<file path="src/rtl/ifu_fetch.sv">
// Instruction fetch unit: one PC at a time, fetched over an AXI4-Lite read and
// held on a valid/ready port toward decode. Supports redirect flush and error tagging.
module ifu_fetch #(
    parameter int unsigned            ADDR_W   = 32,
    parameter int unsigned            DATA_W   = 32,
    parameter logic [DATA_W-1:0]      ERR_INST = '0
) (
    input  logic              clk,
    input  logic              rst,
    input  logic              req_valid,
    input  logic [ADDR_W-1:0] req_pc,
    output logic              req_ready,
    input  logic              flush,
    output logic              arvalid,
    output logic [ADDR_W-1:0] araddr,
    input  logic              arready,
    input  logic              rvalid,
    input  logic [DATA_W-1:0] rdata,
    input  logic [1:0]        rresp,
    output logic              rready,
    output logic              out_valid,
    input  logic              out_ready,
    output logic [ADDR_W-1:0] out_pc,
    output logic [DATA_W-1:0] out_inst,
    output logic              out_err
);

    typedef enum logic [1:0] {
        S_IDLE,
        S_AR,
        S_R,
        S_HOLD
    } state_t;

    state_t            r_state;
    logic              r_drop;
    logic [ADDR_W-1:0] r_pc;
    logic [DATA_W-1:0] r_inst;
    logic              r_err;

    logic              w_misaligned;
    logic              w_discard;

    assign w_misaligned = (req_pc[1:0] != 2'b00);
    // A flush arriving together with the read data kills that data as well.
    assign w_discard    = r_drop | flush;

    always_ff @(posedge clk or posedge rst) begin
        if (rst) begin
            r_state <= S_IDLE;
            r_drop  <= 1'b0;
            r_pc    <= '0;
            r_inst  <= '0;
            r_err   <= 1'b0;
        end else begin
            case (r_state)
                S_IDLE: begin
                    if (req_valid) begin
                        r_pc <= req_pc;
                        if (w_misaligned) begin
                            r_err   <= 1'b1;
                            r_inst  <= ERR_INST;
                            r_state <= S_HOLD;
                        end else begin
                            r_err   <= 1'b0;
                            r_state <= S_AR;
                        end
                    end
                end
                S_AR: begin
                    // The address phase must still complete; only remember to drop the data.
                    if (flush) begin
                        r_drop <= 1'b1;
                    end
                    if (arready) begin
                        r_state <= S_R;
                    end
                end
                S_R: begin
                    if (rvalid) begin
                        if (w_discard) begin
                            r_drop  <= 1'b0;
                            r_state <= S_IDLE;
                        end else begin
                            r_inst  <= (rresp == 2'b00) ? rdata : ERR_INST;
                            r_err   <= (rresp != 2'b00);
                            r_state <= S_HOLD;
                        end
                    end else if (flush) begin
                        r_drop <= 1'b1;
                    end
                end
                S_HOLD: begin
                    if (flush || out_ready) begin
                        r_state <= S_IDLE;
                    end
                end
                default: begin
                    r_state <= S_IDLE;
                end
            endcase
        end
    end

    assign req_ready = (r_state == S_IDLE);
    assign arvalid   = (r_state == S_AR);
    assign araddr    = r_pc;
    assign rready    = (r_state == S_R);
    assign out_valid = (r_state == S_HOLD) & ~flush;
    assign out_pc    = r_pc;
    assign out_inst  = r_inst;
    assign out_err   = r_err;

endmodule

</file>
<file path="config.mk">
export PLATFORM = sky130hd
export DESIGN_NAME = ifu_fetch
export DESIGN_NICKNAME = d
export VERILOG_FILES = /design/src/rtl/ifu_fetch.sv
export SDC_FILE = /design/constraint.sdc
export NUM_CORES = 1
export LEC_CHECK = 0
export BUFFER_PORTS_ARGS = -buffer_cell sky130_fd_sc_hd__buf_2
export CORE_ASPECT_RATIO = 0.75
export CORE_MARGIN = 3
export CORE_UTILIZATION = 30
export CTS_CLUSTER_SIZE = 28
export DETAILED_ROUTE_END_ITERATION = 10
export SETUP_SLACK_MARGIN = 0.3
export SYNTH_ARGS = -nofsm -noshare
export SYNTH_HDL_FRONTEND = slang
export SYNTH_SLANG_ARGS = --single-unit
</file>
<file path="constraint.sdc">
create_clock -name clk -period 2.1 [get_ports clk]
set_input_delay 0.42 -clock clk [delete_from_list [all_inputs] [get_ports clk]]
set_output_delay 0.42 -clock clk [all_outputs]
set_load 0.05 [all_outputs]
</file>
-- After elaboration in Yosys (flattened, before gate mapping)
Index checks and enable logic that the tools add are counted.
- eq/ne operators: 10
- muxes and demuxes: 22
- bitwise gates (word level): 3
- reductions and logical operators: 12
- operators by type and width (cell ; count):
    $mux 32 ; 5
    $pmux 32 s2 ; 1
    $mux 2 ; 6
    $ne 2x2->1 const B ; 4
    $pmux 2 s4 ; 1
    $reduce_and 4->1 ; 2
    $reduce_bool 2->1 ; 4
    $mux 1 ; 7
    $reduce_and 5->1 ; 1
    $eq 2x2->1 const B ; 2
    $logic_not 2->1 ; 2
    $ne 2x1->1 const B ; 2
    $pmux 1 s2 ; 2
    $reduce_and 2->1 ; 2
    $ne 3x2->1 const B ; 1
    $eq 2x1->1 const B ; 1
    $and 1x1->1 ; 1
    $logic_or 1x1->1 ; 1
    $not 1->1 ; 1
    $or 1x1->1 ; 1
- flip-flop bits (word level): 68
- input port bits: 73
- output and inout bits: 101
- logic and storage cells: 52

-- Depth between registers and ports, before layout
Gate-level depths: netlist of the first run.
- depth after elaboration: 5
- mapped depth: 6
- gate-level depth less buffers: 5

-- Worst setup path after synthesis of the first run
Ideal clock, no wire load.
- kind: register to register
- start: register r_state[0]
- end: register r_err (netlist: out_err)
- library setup time: 0.128 ns
- arrival: 2.053 ns
- data required time: 1.972 ns
- setup slack: -0.081 ns
- stages on the path, launching flop included: 6
- path buffers: 0
- period minus slack after synthesis: 2.181 ns
- path through: dfrtp_1 > inv_1 > ha_1 > or3b_1 > a221oi_2 > mux2_1
- cells in the longest elaborated chain, start to end: 3
- elaborated cells on any way between the ends: 8
- classes of those cells: eq/ne (4); mux (1); reduce/logical (3)
- ends and longest elaborated chain (item ; RTL line ; text):
    start: declaration ; 35 ; state_t r_state;
    start signal: assignment ; 50 ; r_state <= S_IDLE;
    start signal: assignment ; 63 ; r_state <= S_HOLD;
    start signal: assignment ; 66 ; r_state <= S_AR;
    $eq 2x2->1 * ; -- ;
    named net rready ; 20 ; output logic rready,
    $ne 2x2->1 (no source line) / $reduce_bool 2->1 (equally long branches) ; -- ;
    $reduce_and 4->1 (no source line) ; -- ;
    end signal: assignment ; 86 ; r_err <= (rresp != 2'b00);
    end: declaration ; 39 ; logic r_err;
Mark *: on every way through the listed nets, which the timed path passes. The rest lies on a longest branch.
A chain may end at the register's enable or synchronous reset.

-- Worst setup path after layout of the first run
- start: register r_state[1]
- end: output req_ready
- cells in the longest elaborated chain, start to end: 1
- ends and longest elaborated chain (item ; RTL line ; text):
    $logic_not 2->1 ; 105 ; assign req_ready = (r_state == S_IDLE);
    end: declaration ; 12 ; output logic req_ready,
No other way between the ends.

==> results_dict.tcl, run 1 <==
set metrics [dict create \
    cp.required_ps 1680 \
    clkTransAtPathRegs_ps 50 \
    die_h_um 95.87 \
    rsz0062_at_grt "true" \
    dr_total_vias 2406 \
    syn_nets 353 \
    worst_setup_path_start_kind "flop" \
    cp.arrival_ps 1360 \
    multi_input_area_um2 1141 \
    first_pass_iters 4 \
    start_util_pct 31.03 \
    seqCellArea_um2 1703 \
    final.fill_count 1038 \
    yosysTopAreaCellShare_pct 52.67 \
    drive_gt1_share_pct 49.88 \
    clock_skew_ps 3.727 \
    worst-slew-pin-transition_ps 508.2 \
    hold_class "in -> async" \
    r2r_end "out_err" \
    yosysSeqAreaShare_pct 52.67 \
    fmax_mhz 561.5 \
    cts_tree "done" \
    die_w_um 125.8 \
    cts_sinks 68 \
    area_growth_syn_to_layout_pct 39.31 \
    r2r_start "r_state[0]" \
    dp_slack_ps 173.1 \
    clockRootBuffer "clkbuf_16" \
    grt_max_degree 35 \
    layoutNonFillerInstCount 569 \
    path_max_fanout 8 \
    track_usage_pct 12.49 \
    h-tree-depth 3 \
    relSlewSlack_pct 66.05 \
    status "finished clean" \
    yosysTopAreaCell "dfrtp_1" \
    synthTopCellsByArea "dfrtp_1 53%, mux2_1 12%, mux2i_1 9.6%, buf_4 8.1%, inv_1 4.1%" \
    setup_violations 0 \
    min_period_ps 1781 \
    cap_violations 0 \
    overflow 0 \
    drtIter0Drc 48 \
    ctsHoldBuffers 0 \
    avgSynthCellArea_um2 11.79 \
    gp_congestion 0.8395 \
    synth_cells 274 \
    clock_path_buffers 2 \
    antenna_found_initial 0 \
    rr_worst_depth 5 \
    diodes 0 \
    post_drt_via_cell_ratio 4.228 \
    postRouteAntennaNets 0 \
    r2r_slack_ps 320 \
    ys_ff_latch 68 \
    cts_buffers 9 \
    wl_per_cell_um 13.15 \
    fin_ws_ps 319.2 \
    crit_start "r_state[1]" \
    slew_viol_final 0 \
    finalSetupTns_ps 0 \
    dieArea_um2 12060 \
    drc_errors 0 \
    ys_types 26 \
    grt_pass1_wl_mm 11.87 \
    dp_hpwl_mm 5.631 \
    worstSetupPathType "reg -> out" \
    ys_warn_count 0 \
    period_share_pct 84.80 \
    rows 32 \
    layout.nets 507 \
    num_io_pins 174 \
    core-area_um2 10410 \
    syn_area_um2 3231 \
    port_buffers 173 \
    routed_wl_mm 7.484 \
    grt_pass1_vias 2380 \
    endpoint_kind "output pin" \
    hold_viol 0 \
    clk_latency_ps 330 \
    place_inst 549 \
]
-- cells in the final DEF, fill, tap and decap left out, drive strengths merged --
master    count
a2111oi       1
a21oi         1
a221oi        1
a22o          1
a22oi         2
a31oi         1
buf         183
bufinv        3
clkbuf       11
clkinv        2
clkinvlp      2
dfrtp        68
ha            6
inv          34
mux2         35
mux2i        31
nand2        33
nand2b        2
nand4bb       1
nor2          3
nor2b         4
nor3          2
nor3b         2
o21ai         1
o22ai         1
or3b          2
-- repair_timing --
item	CTS	global route
setup buffers	2	2
endpoints found under the setup margin	17	35
pin swaps	0	2
gates resized for setup	5	10
-- per-layer routing --
layer	up-vias	global-route usage, %	part of all wire, %
met3	8	4.714	7.9
met5	-	0	0
met2	104	19.17	45
met4	0	4.018	1.1
met1	1132	16.45	46
li1	1162	-	-
-- critical path: stages (launching register included) --
cell and delay (ps):
dfrtp_2 450, inv_1 120, ha_2 280, buf_6 180
-- metrics by stage --
step,cell area [um2],hold WS [ps],util (%)
2_1_floorplan,3237,527.1,-
3_3_place_gp,4076,487.1,39.16
3_5_place_dp,4076,488.1,39.16
4_1_cts,4461,129.7,42.85
5_1_grt,4501,144.4,43.23
6_report,4501,125.5,43.23
-- cells by family (layout without fill, tap and decap cells) --
logic type,Yosys count,after routing,share of synthesized area [%]
compound gates,9,9,2.905
fa+ha+maj,6,6,2.324
buf+inv,76,235,13.13
flops,68,68,52.67
mux,66,66,21.80
simple gates,49,49,7.165
-- flip-flops by register name, summed over array words and instances (netlist names) --
name	cells
out_inst	32
r_state	2
r_drop	1
out_err	1
araddr	32
-- Yosys cell counts --
master / number
a31oi_1: 1
inv_1: 35
a22oi_2: 1
a221oi_2: 1
o21ai_1: 1
nand4bb_1: 1
nand2_1: 33
a22oi_1: 1
buf_2: 6
nor3b_2: 1
nor2b_1: 4
or3b_1: 2
mux2_1: 33
mux2_2: 2
nor2_1: 3
nand2b_1: 2
o22ai_1: 1
dfrtp_1: 68
nor3_1: 2
buf_4: 35
a2111oi_4: 1
a21oi_1: 1
ha_1: 6
nor3b_1: 1
mux2i_1: 31
a22o_1: 1
-- worst max-delay path by stage --
stage	slack, ps	to	cells after the start
final	320	req_ready	3
after global routing	250	req_ready	3
after CTS	290	out_valid	3
after detailed placement	170	out_err	5
after global placement	220	out_err	5
after floorplan	90	out_err	5
-- cell type report --
cell class	instances	area share [%]
Sequential cell	68	37.84
Multi-Input combinational cell	130	25.35
Timing Repair Buffer	184	22.24
Clock buffer	10	5.310
Tap cell	136	3.781
Inverter	35	3.003
Clock inverter	6	2.474
Power of run 1 is left out: the tool's default activity adds up to more than one toggle a clock period on the data nets, which glitch-free logic cannot reach.
==> run 2: changes to the inputs <==
==> constraint.sdc (replaced) <==
create_clock -name clk -period 1.5 [get_ports clk]
set_input_delay 0.3 -clock clk [delete_from_list [all_inputs] [get_ports clk]]
set_output_delay 0.3 -clock clk [all_outputs]
set_load 0.05 [all_outputs]
==> run 2 against run 1 <==
The run now ends with setup timing left. Critical path depth grew 2. Utilization increased by 12 points. Highest routed layer unchanged. Clock skew fell by 0.71 ps. Count of clock-buffer cells in the layout unchanged. Global-route usage up 3.5 points. Sequential share of layout area decreased by 7.8 points. Worst hold slack got worse by 48 ps.
==> results_dict.tcl, run 2 (same netlist as run 1, synthesis figures left out) <==
set metrics [dict create \
    whs_ps 77.96 \
    drive_gt1_share_pct 60.52 \
    clock_path_buffers 2 \
    antenna_found_initial 0 \
    track_usage_pct 15.95 \
    layout.nets 535 \
    layout_common_cells "72 x buf_2, 63 x buf_8, 42 x buf_6" \
    path_max_fanout 4 \
    start_util_pct 31.03 \
    gp_congestion 0.7902 \
    layoutNonFillerInstCount 597 \
    rsz0062_at_grt "true" \
    overflow 0 \
    cts_sinks 68 \
    cts_tree "done" \
    setup_violations 70 \
    endpoint_kind "flop" \
    grt_pass1_vias 2737 \
    postRouteAntennaNets 0 \
    final_common_cell "buf_2" \
    relSlewSlack_pct 65.95 \
    slew_viol_final 0 \
    num_io_pins 174 \
    ctsHoldBuffers 0 \
    hold_class "in -> async" \
    fmax_mhz 574.9 \
    place_inst 562 \
    worst-slew-pin-transition_ps 510.8 \
    routed_wl_mm 9.648 \
    clkTransAtPathRegs_ps 50 \
    period_share_pct 116.0 \
    core-area_um2 10410 \
    port_buffers 173 \
    min_period_ps 1739 \
    clock_skew_ps 3.015 \
    wl_per_cell_um 16.16 \
    drtIter0Drc 57 \
    status "complete, but fails checks" \
    cp.required_ps 1710 \
    grt_pass1_wl_mm 14.86 \
    die_w_um 125.8 \
    worst_setup_path_start_kind "flop" \
    worstSetupPathType "reg -> reg" \
    diodes 0 \
    rows 32 \
    finalSetupTns_ps -10740 \
    cts_buffers 9 \
    drc_errors 0 \
    dp_hpwl_mm 6.033 \
    dieArea_um2 12060 \
    dp_slack_ps -246.6 \
    grt_max_degree 40 \
    fin_ws_ps -239.5 \
    post_drt_via_cell_ratio 4.392 \
    dr_total_vias 2622 \
    clockRootBuffer "clkbuf_16" \
    first_pass_iters 3 \
    die_h_um 95.87 \
    hold_viol 0 \
    area_growth_syn_to_layout_pct 79.47 \
    h-tree-depth 3 \
    violations "setup timing" \
    cp.arrival_ps 1950 \
    cap_violations 0 \
    clk_latency_ps 330 \
]
[run 2: timing repair]
action,4_1_cts,5_1_grt
pin swaps,3,4
resized for setup,278,6
endpoints found under the setup margin,168,167
setup buffers,4,9
gates cloned,4,2
[run 2: final cells by class]
class / count / area, um2
inverter: 35 / 135.1
sequential: 68 / 1740
timing repair buffer: 212 / 2230
clock buffer: 10 / 229.0
multi-input combinational: 130 / 1205
tap: 136 / 170.2
fill: 860 / 4612
clock inverter: 6 / 88.84
[run 2: path summary, 6_finish.rpt]
path                                   start  cells after the start           end  slack, ps
min in group clk                  req_pc[16]                      2    araddr[16]        180
worst min-delay path                     rst                      3    araddr[10]         80
worst max register to register    r_state[0]                      5       out_err       -240
worst max-delay path              r_state[0]                      5       out_err       -240
worst min register to register  out_inst[28]                      2  out_inst[28]        540
max in group asynchronous                rst                      3    araddr[17]        990
[run 2: stage by stage]
step	area, um2	util (%)
after floorplan	3329	-
after global placement	4237	40.70
after detailed placement	4237	40.70
after CTS	5640	54.18
after global routing	5798	55.70
final	5798	55.70
[run 2: worst max-delay path, cell delays in order, from the launching register on]
cell and delay [ps]:
dfrtp_1 380, inv_2 120, ha_4 150, or3b_4 390
a221oi_4 250, mux2_4 320
[run 2: routing by layer]
metal | track usage [%] | part of all wire [%] | wire (um) | vias up
met1 | 20.29 | 43 | 4193 | 1286
li1 | - | - | - | 1223
met3 | 4.603 | 5.5 | 535 | 10
met4 | 4.821 | 1.0 | 96 | 0
met5 | 0 | 0 | 0 | -
met2 | 26.69 | 50 | 4822 | 103
Power of run 2 is left out for the same reason.
